[src/rtl/mata_reader_pkg.sv]
// Shared dilithium definitions: ring/matrix dimensions, reader FSM states and
// the matA word-offset helper used by both the sampler and the reader.
package mata_reader_pkg;

  localparam int Q           = 8380417;
  localparam int N           = 256;
  localparam int K           = 8;
  localparam int L           = 7;
  localparam int COEFF_WIDTH = 24;

  typedef enum logic [1:0] {
    IDLE,
    READ,
    DRAIN,
    FIN
  } rd_state_e;

  // Row-major layout: polynomial (kk,ll) occupies ncoef consecutive words.
  function automatic int matA_offset(input int kk, input int ll, input int nn,
                                     input int cols, input int ncoef);
    return kk * cols * ncoef + ll * ncoef + nn;
  endfunction

endpackage

[src/rtl/mata_reader_if.sv]
// Control, BRAM read port and coefficient stream of the matA reader.
interface mata_reader_if #(
  parameter int ADDR_WIDTH  = 14,
  parameter int COEFF_WIDTH = 24
);

  logic                   start;
  logic [3:0]             k;
  logic [3:0]             l;
  logic                   busy;
  logic                   done;
  logic                   err;
  logic                   re_matA;
  logic [ADDR_WIDTH-1:0]  addr_matA;
  logic [COEFF_WIDTH-1:0] dout_matA;
  logic [COEFF_WIDTH-1:0] coeff_out;
  logic [7:0]             coeff_idx;
  logic                   coeff_valid;
  logic                   coeff_ready;
  logic                   coeff_last;

  modport master (
    input  start, k, l, dout_matA, coeff_ready,
    output busy, done, err, re_matA, addr_matA,
           coeff_out, coeff_idx, coeff_valid, coeff_last
  );

  modport slave (
    output start, k, l, dout_matA, coeff_ready,
    input  busy, done, err, re_matA, addr_matA,
           coeff_out, coeff_idx, coeff_valid, coeff_last
  );

endinterface

[src/rtl/mata_reader_coeff_skid_fifo.sv]
// Two-entry FIFO holding returned coefficients; head is always presented on dout.
module coeff_skid_fifo
  import mata_reader_pkg::*;
#(
  parameter int WIDTH = 32
) (
  input  logic             clk,
  input  logic             rst_n,
  input  logic             push,
  input  logic [WIDTH-1:0] din,
  input  logic             pop,
  output logic [WIDTH-1:0] dout,
  output logic             valid,
  output logic [1:0]       count
);

  logic [WIDTH-1:0] mem [2];
  logic             wr_ptr;
  logic             rd_ptr;
  logic             do_push;
  logic             do_pop;

  assign do_pop  = pop && (count != 2'd0);
  // When full, a push is only legal if the head leaves in the same cycle.
  assign do_push = push && ((count != 2'd2) || do_pop);

  always_ff @(posedge clk or negedge rst_n) begin
    if (!rst_n) begin
      for (int i = 0; i < 2; i++) mem[i] <= '0;
      wr_ptr <= 1'b0;
      rd_ptr <= 1'b0;
      count  <= 2'd0;
    end else begin
      if (do_push) begin
        mem[wr_ptr] <= din;
        wr_ptr      <= ~wr_ptr;
      end
      if (do_pop) rd_ptr <= ~rd_ptr;
      case ({do_push, do_pop})
        2'b10:   count <= count + 2'd1;
        2'b01:   count <= count - 2'd1;
        default: count <= count;
      endcase
    end
  end

  assign dout  = mem[rd_ptr];
  assign valid = (count != 2'd0);

endmodule

[src/rtl/mata_reader.sv]
// Streams one N-coefficient polynomial (k,l) of matrix A out of an external
// BRAM, with at most two coefficients read-but-not-delivered at any time.
module mata_reader
  import mata_reader_pkg::*;
#(
  parameter int K           = mata_reader_pkg::K,
  parameter int L           = mata_reader_pkg::L,
  parameter int N           = mata_reader_pkg::N,
  parameter int COEFF_WIDTH = mata_reader_pkg::COEFF_WIDTH,
  parameter int ADDR_WIDTH  = $clog2(K * L * N)
) (
  input logic           clk,
  input logic           rst_n,
  mata_reader_if.master bus
);

  localparam int CW = $clog2(N) + 1;
  localparam int FW = COEFF_WIDTH + 8;

  rd_state_e             state;
  logic [CW-1:0]         rd_cnt;
  logic [ADDR_WIDTH-1:0] base_q;
  logic                  pend_q;
  logic [7:0]            pend_idx_q;
  logic                  busy_q;
  logic                  done_q;
  logic                  err_q;

  logic [1:0]            fifo_count;
  logic                  fifo_valid;
  logic [FW-1:0]         fifo_head;
  logic                  pop;
  logic                  last_head;
  logic [2:0]            occ;
  logic                  issue;
  logic                  sel_ok;

  assign sel_ok    = (32'(bus.k) < K) && (32'(bus.l) < L);
  assign pop       = fifo_valid && bus.coeff_ready;
  assign last_head = fifo_valid && (fifo_head[FW-1 -: 8] == 8'(N - 1));

  // Occupancy seen by the next cycle: buffered entries net of this cycle's
  // pop, plus the response currently on dout_matA. Using the post-pop count
  // keeps the stream at one beat per cycle while never exceeding two entries,
  // which is why re_matA has to be combinational on coeff_ready.
  assign occ   = {1'b0, fifo_count} + {2'b0, pend_q} - {2'b0, pop};
  assign issue = (state == READ) && (occ < 3'd2);

  always_ff @(posedge clk or negedge rst_n) begin
    if (!rst_n) begin
      state      <= IDLE;
      rd_cnt     <= '0;
      base_q     <= '0;
      pend_q     <= 1'b0;
      pend_idx_q <= 8'd0;
      busy_q     <= 1'b0;
      done_q     <= 1'b0;
      err_q      <= 1'b0;
    end else begin
      done_q <= 1'b0;
      pend_q <= issue;
      if (issue) pend_idx_q <= 8'(rd_cnt);
      case (state)
        IDLE: begin
          if (bus.start && sel_ok) begin
            base_q <= ADDR_WIDTH'(matA_offset(int'(bus.k), int'(bus.l), 0, L, N));
            rd_cnt <= '0;
            err_q  <= 1'b0;
            busy_q <= 1'b1;
            state  <= READ;
          end else if (bus.start) begin
            err_q  <= 1'b1;
            busy_q <= 1'b1;
            done_q <= 1'b1;
            state  <= FIN;
          end
        end
        READ: begin
          if (issue) begin
            rd_cnt <= rd_cnt + CW'(1);
            if (rd_cnt == CW'(N - 1)) state <= DRAIN;
          end
        end
        DRAIN: begin
          if (pop && last_head) begin
            done_q <= 1'b1;
            state  <= FIN;
          end
        end
        FIN: begin
          busy_q <= 1'b0;
          state  <= IDLE;
        end
        default: state <= IDLE;
      endcase
    end
  end

  // Response stage: data returned for last cycle's read enters the FIFO
  coeff_skid_fifo #(
    .WIDTH (FW)
  ) u_fifo (
    .clk   (clk),
    .rst_n (rst_n),
    .push  (pend_q),
    .din   ({pend_idx_q, bus.dout_matA}),
    .pop   (pop),
    .dout  (fifo_head),
    .valid (fifo_valid),
    .count (fifo_count)
  );

  // Output stage: stream straight from the FIFO head
  assign bus.busy        = busy_q || ((state == IDLE) && bus.start);
  assign bus.done        = done_q;
  assign bus.err         = err_q;
  assign bus.re_matA     = issue;
  assign bus.addr_matA   = base_q + ADDR_WIDTH'(rd_cnt);
  assign bus.coeff_out   = fifo_head[COEFF_WIDTH-1:0];
  assign bus.coeff_idx   = fifo_head[FW-1 -: 8];
  assign bus.coeff_valid = fifo_valid;
  assign bus.coeff_last  = last_head;

endmodule

[src/flat_wrapper.sv]
// flat-port wrapper written by rule: the top's interface ports become plain ports
module mata_reader_flat import mata_reader_pkg::*;
#(
  parameter int K           = mata_reader_pkg::K,
  parameter int L           = mata_reader_pkg::L,
  parameter int N           = mata_reader_pkg::N,
  parameter int COEFF_WIDTH = mata_reader_pkg::COEFF_WIDTH,
  parameter int ADDR_WIDTH  = $clog2(K * L * N)
)
  (clk, rst_n, bus_start, bus_k, bus_l, bus_dout_matA, bus_coeff_ready, bus_busy, bus_done, bus_err, bus_re_matA, bus_addr_matA, bus_coeff_out, bus_coeff_idx, bus_coeff_valid, bus_coeff_last);
  mata_reader_if #(.ADDR_WIDTH(ADDR_WIDTH), .COEFF_WIDTH(COEFF_WIDTH)) bus_i ();
  input logic clk;
  input logic rst_n;
  input wire logic [$bits(bus_i.start)-1:0] bus_start;
  input wire logic [$bits(bus_i.k)-1:0] bus_k;
  input wire logic [$bits(bus_i.l)-1:0] bus_l;
  input wire logic [$bits(bus_i.dout_matA)-1:0] bus_dout_matA;
  input wire logic [$bits(bus_i.coeff_ready)-1:0] bus_coeff_ready;
  output wire logic [$bits(bus_i.busy)-1:0] bus_busy;
  output wire logic [$bits(bus_i.done)-1:0] bus_done;
  output wire logic [$bits(bus_i.err)-1:0] bus_err;
  output wire logic [$bits(bus_i.re_matA)-1:0] bus_re_matA;
  output wire logic [$bits(bus_i.addr_matA)-1:0] bus_addr_matA;
  output wire logic [$bits(bus_i.coeff_out)-1:0] bus_coeff_out;
  output wire logic [$bits(bus_i.coeff_idx)-1:0] bus_coeff_idx;
  output wire logic [$bits(bus_i.coeff_valid)-1:0] bus_coeff_valid;
  output wire logic [$bits(bus_i.coeff_last)-1:0] bus_coeff_last;
  assign bus_i.start = bus_start;
  assign bus_i.k = bus_k;
  assign bus_i.l = bus_l;
  assign bus_i.dout_matA = bus_dout_matA;
  assign bus_i.coeff_ready = bus_coeff_ready;
  assign bus_busy = bus_i.busy;
  assign bus_done = bus_i.done;
  assign bus_err = bus_i.err;
  assign bus_re_matA = bus_i.re_matA;
  assign bus_addr_matA = bus_i.addr_matA;
  assign bus_coeff_out = bus_i.coeff_out;
  assign bus_coeff_idx = bus_i.coeff_idx;
  assign bus_coeff_valid = bus_i.coeff_valid;
  assign bus_coeff_last = bus_i.coeff_last;
  mata_reader #(.K(K), .L(L), .N(N), .COEFF_WIDTH(COEFF_WIDTH), .ADDR_WIDTH(ADDR_WIDTH)) u_core (.clk(clk), .rst_n(rst_n), .bus(bus_i));
endmodule
[config.mk]
export PLATFORM = sky130hd
export DESIGN_NAME = mata_reader_flat
export DESIGN_NICKNAME = d
export VERILOG_FILES = /design/src/rtl/mata_reader_pkg.sv /design/src/rtl/mata_reader_if.sv /design/src/rtl/mata_reader_coeff_skid_fifo.sv /design/src/rtl/mata_reader.sv /design/src/flat_wrapper.sv
export SDC_FILE = /design/constraint.sdc
export NUM_CORES = 1
export LEC_CHECK = 0
export ABC_CLOCK_PERIOD_IN_PS = 4300
export CORE_ASPECT_RATIO = 1.2
export CORE_MARGIN = 10
export CORE_UTILIZATION = 53
export DETAILED_ROUTE_END_ITERATION = 16
export PLACE_DENSITY = 0.92
export SYNTH_ARGS = -nofsm -noshare
export SYNTH_HDL_FRONTEND = slang
export SYNTH_HIERARCHICAL = 1
export SYNTH_SLANG_ARGS = --single-unit
[constraint.sdc]
create_clock -name clk -period 4.3 [get_ports clk]
set_input_delay 0.86 -clock clk [delete_from_list [all_inputs] [get_ports clk]]
set_output_delay 0.86 -clock clk [all_outputs]
set_load 0.01 [all_outputs]
==> results of run 1 <==
-- layer usage --
metal,up-vias,wire [um],track usage (%)
met3,15,716,5.218
met2,87,5678,28.38
met1,1620,4165,17.81
met5,-,0,0
li1,1529,-,-
met4,0,210,5.284
-- worst reg2reg max path: stages, from the launching register on --
cell and delay (ns):
dfrtp_1 0.46, or2_2 0.34, and2_1 0.16, ha_1 0.29, nor2b_2 0.15, fa_1 0.46, or3_4 0.43, clkinv_8 0.06
buf_4 0.22, a21boi_4 0.12, o21ai_0 0.24, o21ai_1 0.11
-- area by class of cell --
type                    instances  area share [%]
repair buffers                 93           15.09
multi-input cells             259           38.18
inverters                      14           1.072
flip-flops and latches         97           39.99
well taps                     120           2.474
clock inverters                 6           1.093
clock buffers                  10           2.103
-- synth_stat cells (2+ instances only) --
master / instances / share of area [%]
dfrtp_1: 97 / 49
mux2_2: 86 / 19
nand2_1: 42 / 3.2
ha_1: 19 / 4.8
inv_1: 12 / 0.90
o21ai_0: 12 / 1.2
a21oi_1: 10 / 1.0
mux2_4: 10 / 3.0
nand3_1: 10 / 1.0
xnor2_1: 10 / 1.8
buf_6: 9 / 2.0
buf_4: 8 / 1.2
fa_1: 6 / 2.4
nor2_1: 5 / 0.38
o21ai_1: 5 / 0.50
xor2_1: 5 / 0.88
buf_2: 4 / 0.40
and3_1: 3 / 0.38
clkbuf_1: 3 / 0.23
o31ai_1: 3 / 0.45
a211oi_1: 2 / 0.30
a21o_1: 2 / 0.30
a31oi_1: 2 / 0.25
and2_1: 2 / 0.25
mux2_1: 2 / 0.45
nor3b_4: 2 / 0.75
o22ai_1: 2 / 0.25
-- final timing paths --
path,end,slack (ns),depth (start not counted)
min in group asynchronous,u_core/u_fifo/mem[50]$_DFFE_PN0P_,0.57,1
worst max register to register,u_core/rd_cnt[4]$_DFFE_PN0P_,1.15,11
worst max-delay path,bus_re_matA,0.43,8
max in group asynchronous,u_core/u_fifo/mem[31]$_DFFE_PN0P_,2.80,2
worst min-delay path,u_core/u_fifo/mem[44]$_DFFE_PN0P_,0.51,1
worst min register to register,u_core/u_fifo/mem[44]$_DFFE_PN0P_,0.51,1
-- power by group through the flow --
stage	clock, uW	combinational [uW]	sequential (uW)
after detailed placement	0	137	946
after global placement	0	126	945
final	585	136	928
after CTS	604	138	928
after global routing	637	153	930
after floorplan	0	64.5	945
-- metrics by stage --
step	util, %	TNS (ns)	cells	total power [uW]
3_3_place_gp	64.25	-0.002713	583	1071
3_5_place_dp	64.25	-0.02271	583	1084
2_1_floorplan	-	0	394	1009
5_1_grt	66.49	0	599	1720
6_report	66.49	0	599	1649
4_1_cts	66.43	0	599	1670
-- kinds of logic (layout without fill, tap and decap cells) --
logic type | after synthesis | in the layout | share of synthesized area, %
mux | 99 | 99 | 23.07
flops | 97 | 97 | 48.65
buf+inv | 38 | 123 | 5.166
xor+xnor | 15 | 15 | 2.633
fa+ha+maj | 25 | 25 | 7.172
compound gates | 46 | 46 | 5.817
simple gates | 74 | 74 | 7.498
-- sequential cells by signal, indices dropped and copies added, names as in the netlist --
name,count
u_core/base_q,6
u_core/bus.done,1
u_core/bus.err,1
u_core/busy_q,1
u_core/pend_idx_q,8
u_core/pend_q,1
u_core/rd_cnt,9
u_core/state,2
u_core/u_fifo/count,2
u_core/u_fifo/mem,64
u_core/u_fifo/rd_ptr,1
u_core/u_fifo/wr_ptr,1
==> impl_results.md, run 1 <==
* Run status: finished clean
* Max clock buf depth at 2
* Post-synthesis to final-layout area growth at 21.64%
* Library cell used as clock root buffer: clkbuf_8
* LEAKAGE at 0.002827 uW
* Worst slack on hold paths at 0.5079 ns
* Residual overflow from global routing at 0
* Launching instance or port of the critical path: bus_coeff_ready
* Detailed-router iteration count before antenna repair at 4
* Share of total power in combinational logic at 8.2%
* Kind of critical path: input port to primary output
* I/O pin cnt at 88
* Synth Cell Area at 0.004990 mm2
* Fraction of layout instances using a drive strength above 1 at 26.93%
* Number of buffers inserted to repair setup after CTS at 0
* NetSw at 386.4 uW
* Via count at 3251
* Number of instances resized during post-cts repair at 1
* Largest clock skew in the final design at 0.01163 ns
* Die area at 0.01371 mm2
* Total clock sinks at 97
* Final cycle utilization of the critical path at 90.03%
* Final count of pins violating max slew at 0
* Sequence of cells on the critical path: clkdlybuf4s50_1, and2_1, ha_1, nor2b_2, fa_1, or3_4, clkinv_8, dlymetal6s2s_1
* Nets@finish at 535
* Largest delay contributor family on the critical path: simple AND/OR/NAND/NOR gates
* Pin count of the biggest net entering global routing at 66
* Startpoint of the most critical hold path: u_core/u_fifo/mem[44]$_DFFE_PN0P_
* Crit path capture type: primary output
* Post-route cell area at 0.006070 mm2
* Max incr delay on CP at 0.46 ns
* Commonest non-fill, non-tap cells in the layout: dfrtp_1 (97), mux2_2 (86), clkdlybuf4s50_1 (85), nand2_1 (42), ha_1 (19)
* Share of async-settable or async-resettable flops after synthesis at 100.0%
* WL per Instance at 17.98 um
* Number of different library cells in the post-synthesis netlist at 48
* Data required time at the worst endpoint at 3.44 ns
* Number of antenna violations at the first check in global routing at 0
* PD cells at 271.8 mW/mm2
* First-iteration detailed-routing DRC count at 146
* Most common cell after layout, fill and taps aside: dfrtp_1
* Crit path max-delay cell type: fa_1
* Worst Setup Start Kind: input port
* Post-place instance area at 0.005866 mm2
* Per-cell via count in the routed design at 5.427
* Max H-tree Level at 3
* Sum of net half-perimeters after detailed placement at 8082 um
* Final Setup Violations at 0
* Syn Nets at 455
* Area taken by flip-flops and latches at 0.002427 mm2
* Number of fillers in the final layout at 674
* Leading register cell type out of synthesis: dfrtp_1
* Initial core utilization at 54.66%
* Fin worst setup slack at 0.4287 ns
* CTS tree: done
* Launch point of the worst reg-to-reg path: u_core/u_fifo/count[0]$_DFFE_PN0P_
* Relative slew slack at 34.34%
* Sequential group share of total power at 56.3%
* Die Y at 126.3 um
* Buf/Inv on CP at 3
* Clock group share of total power at 35.5%
* Count of synthesis-stage warnings from yosys at 6
* Clock slew at reported path FFs at 0.08 ns
* Area of the core region at 0.009129 mm2
* Final period demand of the worst path at 3.871 ns
* Max-cap violation count at 0
* Floorplan die width at 108.6 um
* Internal power at 1263 uW
* Inserted Clock Buffers at 9
* Number of synthesized flops with an enable pin at 0
* Hold buffers post-CTS at 0
* Mean area per synthesized cell at 12.66 um2
* Fmax achieved at 0.2583 GHz
* Setup repair after global routing missed its margin: false
* Total track usage at 16.12%
* Via count of the first global-routing pass at 3514
* DRC errors left at 0
* GP Congestion at 0.8711
* Arrival time at the worst endpoint at 3.01 ns
* Final antenna-violating net count at 0
* Total Wirelength at 10770 um
* Footprint of the multi-input gates at 0.002317 mm2
* Transition time at the pin with the least slew margin at 0.9826 ns
* Maximum fanout encountered on the critical timing path at 2
* Number of endpoints with negative hold slack in the final report at 0
* Switching share of power at 23.42%
* Global-route wire length before repair at 17660 um
* Number of instances in the synthesized netlist at 394
* Kind of path behind the tightest hold check: flip-flop to flip-flop
* Diode insertion count for antenna repair at 0
* Place WS at -0.02271 ns
* Flop and latch count out of synthesis at 97
* Number of port buffers at 87
* Largest vdd supply drop at 0.1504 mV
* Row cnt at 38
* Portion of the post-synthesis area used by sequential elements at 48.65%
* Skew-Pair Late Insertion Delay at 0.37 ns
No activity file was read; power rests on OpenSTA's default activity.
==> inputs of run 2 (changes only) <==
ABC_AREA = 1   (was default)
CORE_UTILIZATION = 54   (was 53)
PLACE_DENSITY = 0.78   (was 0.92)
==> run 2 against run 1 <==
Maximum frequency decreased by 6.5%. Global-route usage increased by 1.8 points. Synthesized cell count rose by 68%. Sequential share of layout area decreased by 2.0 points. Sequential power grew 66%. Utilization about the same. Setup slack got worse by 0.27 ns. Final cell count up 42%. Power grew to 2.7 times the previous value. Via count increased by 40%. Critical endpoint unchanged. Largest power group is now combinational logic.
==> impl_results.md, run 2 <==
* R2R cell count at 14 (was 11)
* Leading register cell type out of synthesis: dfrtp_1 (unchanged)
* Post-synthesis to final-layout area growth at 19.63% (was 21.64%)
* First-iteration detailed-routing DRC count at 332 (was 146)
* LEAKAGE at 0.003256 uW (was 0.002827 uW)
* Number of antenna violations at the first check in global routing at 0 (unchanged)
* Number of fillers in the final layout at 832 (was 674)
* Number of different library cells in the post-synthesis netlist at 35 (was 48)
* Most common cell after layout, fill and taps aside: nand2_1 (was dfrtp_1)
* Die area at 0.01430 mm2 (was 0.01371 mm2)
* Synth Cell Area at 0.005346 mm2 (was 0.004990 mm2)
* Register with the most flip-flops: u_core/u_fifo/mem (unchanged)
* Number of buffers inserted to repair setup after CTS at 0 (unchanged)
* Data required time at the worst endpoint at 3.44 ns (about the same)
* Launching instance or port of the critical path: bus_coeff_ready (unchanged)
* Portion of synthesized cell area occupied by the leading cell type at 45.40% (was 48.65%)
* WL per Instance at 15.31 um (was 17.98 um)
* Kind of path behind the tightest hold check: flip-flop to flip-flop (unchanged)
* Footprint of the multi-input gates at 0.002431 mm2 (was 0.002317 mm2)
* Worst R2R Setup Slack at 1.70 ns (was 1.15 ns)
* Fmax achieved at 0.2416 GHz (was 0.2583 GHz)
* Cell types with the highest counts after synthesis: nand2_1 (293), dfrtp_1 (97), nand4_1 (67) (was dfrtp_1 (97), mux2_2 (86), nand2_1 (42))
* Total Wirelength at 13000 um (was 10770 um)
* Stages on worst setup path at 10 (was 8)
* Number of instances in the synthesized netlist at 661 (was 394)
* Total track usage at 17.96% (was 16.12%)
* Fraction of layout instances using a drive strength above 1 at 6.887% (was 26.93%)
* Initial core utilization at 55.62% (was 54.66%)
* CTS tree: done (unchanged)
* Row cnt at 39 (was 38)
* PD cells at 705.1 mW/mm2 (was 271.8 mW/mm2)
* Area of the core region at 0.009613 mm2 (was 0.009129 mm2)
* Count of synthesis-stage warnings from yosys at 6 (unchanged)
* Maximum fanout encountered on the critical timing path at 4 (was 2)
* Residual overflow from global routing at 0 (unchanged)
* Transition time at the pin with the least slew margin at 0.8728 ns (was 0.9826 ns)
* Skew-Pair Late Insertion Delay at 0.34 ns (was 0.37 ns)
* Share of total power in combinational logic at 49.1% (was 8.2%)
* Via count of the first global-routing pass at 4520 (was 3514)
* Sequential group share of total power at 34.2% (was 56.3%)
* Number of flip-flops under the largest register name at 64 (unchanged)
* Largest vdd supply drop at 0.3643 mV (was 0.1504 mV)
* DRC errors left at 0 (unchanged)
* Yosys top cell by area: dfrtp_1 (unchanged)
* Final sum of negative setup slack at 0 ns (unchanged)
* Buf/Inv on CP at 3 (unchanged)
* Mean area per synthesized cell at 8.088 um2 (was 12.66 um2)
* Total clock sinks at 97 (unchanged)
* Launch point of the worst reg-to-reg path: u_core/u_fifo/count[1]$_DFFE_PN0P_ (was u_core/u_fifo/count[0]$_DFFE_PN0P_)
* Max clock buf depth at 2 (unchanged)
* Final cycle utilization of the critical path at 96.27% (was 90.03%)
* GP Congestion at 0.8895 (was 0.8711)
* Final count of pins violating max slew at 0 (unchanged)
* Capture point of the critical path: bus_re_matA (unchanged)
* Area taken by flip-flops and latches at 0.002429 mm2 (was 0.002427 mm2)
* Clock slew at reported path FFs at 0.06 ns (was 0.08 ns)
* Crit path capture type: primary output (unchanged)
* Commonest non-fill, non-tap cells in the layout: nand2_1 (293), dfrtp_1 (96), clkdlybuf4s50_1 (86), nand4_1 (67), inv_1 (43) (was dfrtp_1 (97), mux2_2 (86), clkdlybuf4s50_1 (85), nand2_1 (42), ha_1 (19))
* Post-Layout Cell Count at 849 (was 599)
* Place WS at 0.1962 ns (was -0.02271 ns)
* Diode insertion count for antenna repair at 0 (unchanged)
* Largest clock skew in the final design at 0.01005 ns (was 0.01163 ns)
* Count of placed standard cells including taps at 833 (was 583)
* Via count at 4540 (was 3251)
* Largest delay contributor family on the critical path: buffers and inverters (was simple AND/OR/NAND/NOR gates)
* Final antenna-violating net count at 0 (unchanged)
* Kind of critical path: input port to primary output (unchanged)
* Final Setup Violations at 0 (unchanged)
* Worst Setup Start Kind: input port (unchanged)
* Hold buffers post-CTS at 0 (unchanged)
* Library cell used as clock root buffer: clkbuf_16 (was clkbuf_8)
* Syn Nets at 722 (was 455)
* Biggest regs: u_core/u_fifo/mem x64, u_core/rd_cnt x9, u_core/pend_idx_q x8 (unchanged)
* Max H-tree Level at 3 (unchanged)
* Internal power at 2616 uW (was 1263 uW)
* Max incr delay on CP at 0.55 ns (was 0.46 ns)
* Run status: finished clean (unchanged)
* NetSw at 1894 uW (was 386.4 uW)
* Switching share of power at 41.99% (was 23.42%)
* Clock group share of total power at 16.7% (was 35.5%)
* Fin worst setup slack at 0.1605 ns (was 0.4287 ns)
* Instance count along the most critical hold path at 2 (was 1)
* Inserted Clock Buffers at 9 (unchanged)
* Final period demand of the worst path at 4.140 ns (was 3.871 ns)
* Sum of net half-perimeters after detailed placement at 8665 um (was 8082 um)
* Count leader, synth: nand2_1 (was dfrtp_1)
* Leading cell types by total area after synthesis: dfrtp_1 (45%), nand2_1 (21%), nand4_1 (7.8%) (was dfrtp_1 (49%), mux2_2 (19%), ha_1 (4.8%))
* Detailed-router iteration count before antenna repair at 5 (was 4)
* Destination of the worst register-to-register timing path: u_core/pend_idx_q[3]$_DFFE_PN0P_ (was u_core/rd_cnt[4]$_DFFE_PN0P_)
* Per-cell via count in the routed design at 5.347 (was 5.427)
* Share of async-settable or async-resettable flops after synthesis at 100.0% (unchanged)
* Number of synthesized flops with an enable pin at 0 (unchanged)
* Pin count of the biggest net entering global routing at 70 (was 66)
* Arrival time at the worst endpoint at 3.28 ns (was 3.01 ns)
* Relative slew slack at 41.82% (was 34.34%)
* CP dominant cell by count: clkdlybuf4s50_1
* Setup repair after global routing missed its margin: false (unchanged)
* Number of port buffers at 87 (unchanged)
* Nets@finish at 782 (was 535)
* Portion of the post-synthesis area used by sequential elements at 45.40% (was 48.65%)
* I/O pin cnt at 88 (unchanged)
* Number of instances resized during post-cts repair at 0 (was 1)
* Max-cap violation count at 0 (unchanged)
* Sequence of cells on the critical path: clkdlybuf4s50_1, nand2_1, inv_1, ha_1, nor2_1, fa_1, nor2_2, o21ai_2, nor2_4, clkdlybuf4s50_1 (was clkdlybuf4s50_1, and2_1, ha_1, nor2b_2, fa_1, or3_4, clkinv_8, dlymetal6s2s_1)
* Flop and latch count out of synthesis at 97 (unchanged)
* Floorplan die width at 110.8 um (was 108.6 um)
* Die Y at 129 um (was 126.3 um)
* Global-route wire length before repair at 21820 um (was 17660 um)
* Number of endpoints with negative hold slack in the final report at 0 (unchanged)
* Crit path max-delay cell type: clkdlybuf4s50_1 (was fa_1)
==> run 2: kinds of logic (layout without fill, tap and decap cells) <==
logic type               count (synthesis)  in the layout  share of synthesized area (%)
AO/OA/AOI/OAI                           25             25                          3.042
XOR/XNOR                                10             10                          1.638
adder cells (fa/ha/maj)                 25             25                          6.693
buffers and inverters                   93            158                          9.127
flip-flops                              97             97                          45.40
AND/OR/NAND/NOR                        411            411                          34.10
==> run 2: routing by layer <==
| layer | vias to the layer above | wire, um | GRT usage, % |
|---|---|---|---|
| li1 | 2238 | - | - |
| met1 | 2131 | 5348 | 20.50 |
| met2 | 146 | 6522 | 31.91 |
| met3 | 25 | 852 | 4.277 |
| met4 | 0 | 275 | 6.979 |
| met5 | - | 0 | 0 |
==> run 2: power by group through the flow <==
stage	Sequential [uW]	Clock (uW)	Combinational, uW
after global placement	1540	0	2180
after global routing	1600	808	2470
final	1540	755	2210
after floorplan	1490	0	1460
after detailed placement	1550	0	2230
after CTS	1540	771	2240
==> run 2: cell type report <==
cell class / instances / share of cell area [%]
repair buffers: 94 / 14.40
flip-flops and latches: 97 / 37.97
multi-input cells: 471 / 38.01
clock buffers: 10 / 3.580
inverters: 48 / 2.856
clock inverters: 6 / 0.7825
well taps: 123 / 2.406
==> run 2: through the flow <==
stage          utilization [%]  hold WS, ns  total power (uW)  instance area [um2]
6_report                 66.54       0.4701              4510                 6396
4_1_cts                  66.54       0.4744              4552                 6396
3_5_place_dp             63.63       0.4583              3782                 6117
3_3_place_gp             63.63       0.4530              3715                 6117
2_1_floorplan                -       0.4417              2947                 5346
5_1_grt                  66.54       0.4859              4878                 6396
==> run 2: worst min path at each step <==
stage	end	slack, ns	start
finish	u_core/u_fifo/mem[28]$_DFFE_PN0P_	0.47	u_core/u_fifo/mem[28]$_DFFE_PN0P_
global route	u_core/u_fifo/mem[42]$_DFFE_PN0P_	0.49	u_core/u_fifo/mem[42]$_DFFE_PN0P_
CTS	u_core/u_fifo/mem[29]$_DFFE_PN0P_	0.47	u_core/u_fifo/mem[29]$_DFFE_PN0P_
detailed placement	u_core/u_fifo/mem[27]$_DFFE_PN0P_	0.46	u_core/u_fifo/mem[27]$_DFFE_PN0P_
global placement	u_core/u_fifo/mem[7]$_DFFE_PN0P_	0.45	u_core/u_fifo/mem[7]$_DFFE_PN0P_
floorplan	u_core/u_fifo/mem[12]$_DFFE_PN0P_	0.44	u_core/u_fifo/mem[12]$_DFFE_PN0P_
==> run 2: worst register-to-register path, cell delays in order, from the launching register on <==
cell and delay [ns]:
dfrtp_1 0.48, inv_1 0.09, nand2_1 0.13, nand2_1 0.06
inv_1 0.11, ha_1 0.25, nor2_1 0.17, fa_1 0.45
nor2_2 0.13, o21ai_2 0.09, nor2_4 0.12, buf_4 0.16
inv_4 0.10, nand2_1 0.09, o21ai_2 0.05
==> inputs of run 3 (changes only) <==
GPL_TIMING_DRIVEN = 0   (was default)
==> run 3 against run 2 <==
Clock skew decreased by 0.0015 ns. Cell area up 4.7%. Global-route usage rose by 1.4 points. Sequential power about the same. Non-clock buffer count is 41 higher. Die area unchanged. Final cell count rose by 4.6%. Hold slack is essentially flat. Register-to-register slack worse by 0.13 ns. Clock power increased by 0.5%. First-iteration DRC count up 1.8%. Sequential share of layout area fell by 1.7 points.
==> impl_results.md, run 3 (same netlist as run 2, synthesis figures left out) <==
* Max-cap violation count at 0 (unchanged)
* Crit path max-delay cell type: clkdlybuf4s50_1 (unchanged)
* I/O pin cnt at 88 (unchanged)
* Kind of critical path: input port to primary output (unchanged)
* Max H-tree Level at 3 (unchanged)
* LEAKAGE at 0.003470 uW (was 0.003256 uW)
* Number of endpoints with negative hold slack in the final report at 0 (unchanged)
* Total clock sinks at 97 (unchanged)
* Row cnt at 39 (unchanged)
* Residual overflow from global routing at 0 (unchanged)
* Die area at 0.01430 mm2 (unchanged)
* Nets@finish at 823 (was 782)
* PD cells at 705.1 mW/mm2 (about the same)
* Clock group share of total power at 16.1% (was 16.7%)
* Crit path capture type: primary output (unchanged)
* Via count of the first global-routing pass at 4732 (was 4520)
* Place WS at 0.04896 ns (was 0.1962 ns)
* First-iteration detailed-routing DRC count at 338 (was 332)
* Hold buffers post-CTS at 0 (unchanged)
* Diode insertion count for antenna repair at 0 (unchanged)
* Largest clock skew in the final design at 0.008593 ns (was 0.01005 ns)
* Number of antenna violations at the first check in global routing at 0 (unchanged)
* Sum of net half-perimeters after detailed placement at 10270 um (was 8665 um)
* Data required time at the worst endpoint at 3.44 ns (about the same)
* Sequential group share of total power at 32.6% (was 34.2%)
* Relative slew slack at 58.33% (was 41.82%)
* Total power at 4720 uW (was 4510 uW)
* Floorplan die width at 110.8 um (unchanged)
* Via count at 4816 (was 4540)
* Arrival time at the worst endpoint at 2.95 ns (was 3.28 ns)
* Final period demand of the worst path at 3.811 ns (was 4.140 ns)
* Fmax achieved at 0.2624 GHz (was 0.2416 GHz)
* Detailed-router iteration count before antenna repair at 5 (unchanged)
* Fin worst setup slack at 0.4895 ns (was 0.1605 ns)
* Total track usage at 19.36% (was 17.96%)
* Largest delay contributor family on the critical path: buffers and inverters (unchanged)
* DRC errors left at 0 (unchanged)
* Number of fillers in the final layout at 793 (was 832)
* GP Congestion at 0.9235 (was 0.8895)
* Max incr delay on CP at 0.46 ns (was 0.55 ns)
* Skew-Pair Late Insertion Delay at 0.34 ns (about the same)
* Biggest regs: u_core/u_fifo/mem x64, u_core/rd_cnt x9, u_core/pend_idx_q x8 (unchanged)
* Number of flip-flops under the largest register name at 64 (unchanged)
* Transition time at the pin with the least slew margin at 0.6250 ns (was 0.8728 ns)
* Kind of path behind the tightest hold check: flip-flop to flip-flop (unchanged)
* Final Setup Violations at 0 (unchanged)
* Max clock buf depth at 2 (unchanged)
* CTS tree: done (unchanged)
* Final antenna-violating net count at 0 (unchanged)
* NetSw at 1950 uW (was 1894 uW)
* Pin count of the biggest net entering global routing at 52 (was 70)
* Final count of pins violating max slew at 0 (unchanged)
* Initial core utilization at 55.62% (unchanged)
* Library cell used as clock root buffer: clkbuf_16 (unchanged)
* Fraction of layout instances using a drive strength above 1 at 10.85% (was 6.887%)
* Number of port buffers at 87 (unchanged)
* Commonest non-fill, non-tap cells in the layout: nand2_1 (293), dfrtp_1 (97), clkdlybuf4s50_1 (85), nand4_1 (67), inv_1 (43) (was nand2_1 (293), dfrtp_1 (96), clkdlybuf4s50_1 (86), nand4_1 (67), inv_1 (43))
* Total Wirelength at 14000 um (was 13000 um)
* Final cycle utilization of the critical path at 88.62% (was 96.27%)
* Sequence of cells on the critical path: clkdlybuf4s50_1, nand2_1, inv_1, ha_1, nor2_1, fa_1, nor2_2, o21ai_2, nor2_4, dlymetal6s2s_1 (was clkdlybuf4s50_1, nand2_1, inv_1, ha_1, nor2_1, fa_1, nor2_2, o21ai_2, nor2_4, clkdlybuf4s50_1)
* Clock slew at reported path FFs at 0.06 ns (about the same)
* Run status: finished clean (unchanged)
* Worst slack on hold paths at 0.4705 ns (was 0.4701 ns)
* Register with the most flip-flops: u_core/u_fifo/mem (unchanged)
* Maximum fanout encountered on the critical timing path at 5 (was 4)
* Share of total power in combinational logic at 51.3% (was 49.1%)
* Die Y at 129 um (unchanged)
* Inserted Clock Buffers at 9 (unchanged)
* Worst Setup Start Kind: input port (unchanged)
* WL per Instance at 15.77 um (was 15.31 um)
* Buf/Inv on CP at 3 (unchanged)
* Area of the core region at 0.009613 mm2 (unchanged)
* Per-cell via count in the routed design at 5.423 (was 5.347)
* Global-route wire length before repair at 23110 um (was 21820 um)
* Internal power at 2770 uW (was 2616 uW)
* Post-synthesis to final-layout area growth at 25.20% (was 19.63%)
* Switching share of power at 41.32% (was 41.99%)
* Largest vdd supply drop at 0.3222 mV (was 0.3643 mV)
* Setup repair after global routing missed its margin: false (unchanged)
* Most common cell after layout, fill and taps aside: nand2_1 (unchanged)
run 3: timing repair:
item	in CTS	in global routing
endpoints found under the setup margin	0	1
hold endpoints to repair	0	0
setup buffers	0	2
resized for setup	0	1
run 3: path summary, 6_finish.rpt:
check                                              startpoint                           endpoint  slack, ns  depth (start not counted)
setup / recovery                              bus_coeff_ready                        bus_re_matA       0.49                         10
hold / removal              u_core/u_fifo/mem[29]$_DFFE_PN0P_  u_core/u_fifo/mem[29]$_DFFE_PN0P_       0.47                          2
setup reg to reg           u_core/u_fifo/count[1]$_DFFE_PN0P_   u_core/pend_idx_q[0]$_DFFE_PN0P_       1.57                         15
hold reg to reg             u_core/u_fifo/mem[29]$_DFFE_PN0P_  u_core/u_fifo/mem[29]$_DFFE_PN0P_       0.47                          2
max in group asynchronous                               rst_n  u_core/u_fifo/mem[26]$_DFFE_PN0P_       3.09                          2
min in group asynchronous                               rst_n  u_core/u_fifo/mem[19]$_DFFE_PN0P_       0.53                          1
run 3: power groups by stage:
stage | logic [uW] | clock network (uW) | registers [uW]
after floorplan | 1460 | 0 | 1490
after detailed placement | 2420 | 0 | 1550
after global routing | 2690 | 808 | 1590
final | 2420 | 759 | 1540
after CTS | 2430 | 771 | 1540
after global placement | 2340 | 0 | 1530
run 3: per-layer routing:
metal | vias up | track usage (%) | part of all wire [%]
met1 | 2273 | 22.10 | 39
met5 | - | 0 | 0
li1 | 2329 | - | -
met3 | 25 | 3.347 | 6.7
met2 | 189 | 34.79 | 52
met4 | 0 | 8.742 | 2.0
run 3: worst min-delay path, delay by kind of cell (launching register included):
kind | cells | cell delay, ns
AND/OR/NAND/NOR | 2 | 0.11
flip-flops | 1 | 0.34
run 3: cell type report:
type                    count  area, um2  share of cell area [%]
multi-input cells         471       2431                   36.32
flip-flops and latches     97       2427                   36.26
repair buffers             90      913.4                   13.64
plain buffers              45      305.3                   4.561
clock buffers              12      266.5                   3.981
inverters                  48      182.7                   2.729
well taps                 123      153.9                   2.299
clock inverters             2      13.76                  0.2056
run 3: metrics by stage:
stage	setup TNS (ns)	util [%]	instances	instance area, um2
global route	0	69.63	888	6694
floorplan	0	-	661	5346
detailed placement	0	66.54	872	6396
global placement	-114.17	66.28	871	6371
finish	0	69.63	888	6694
CTS	0	69.45	886	6676
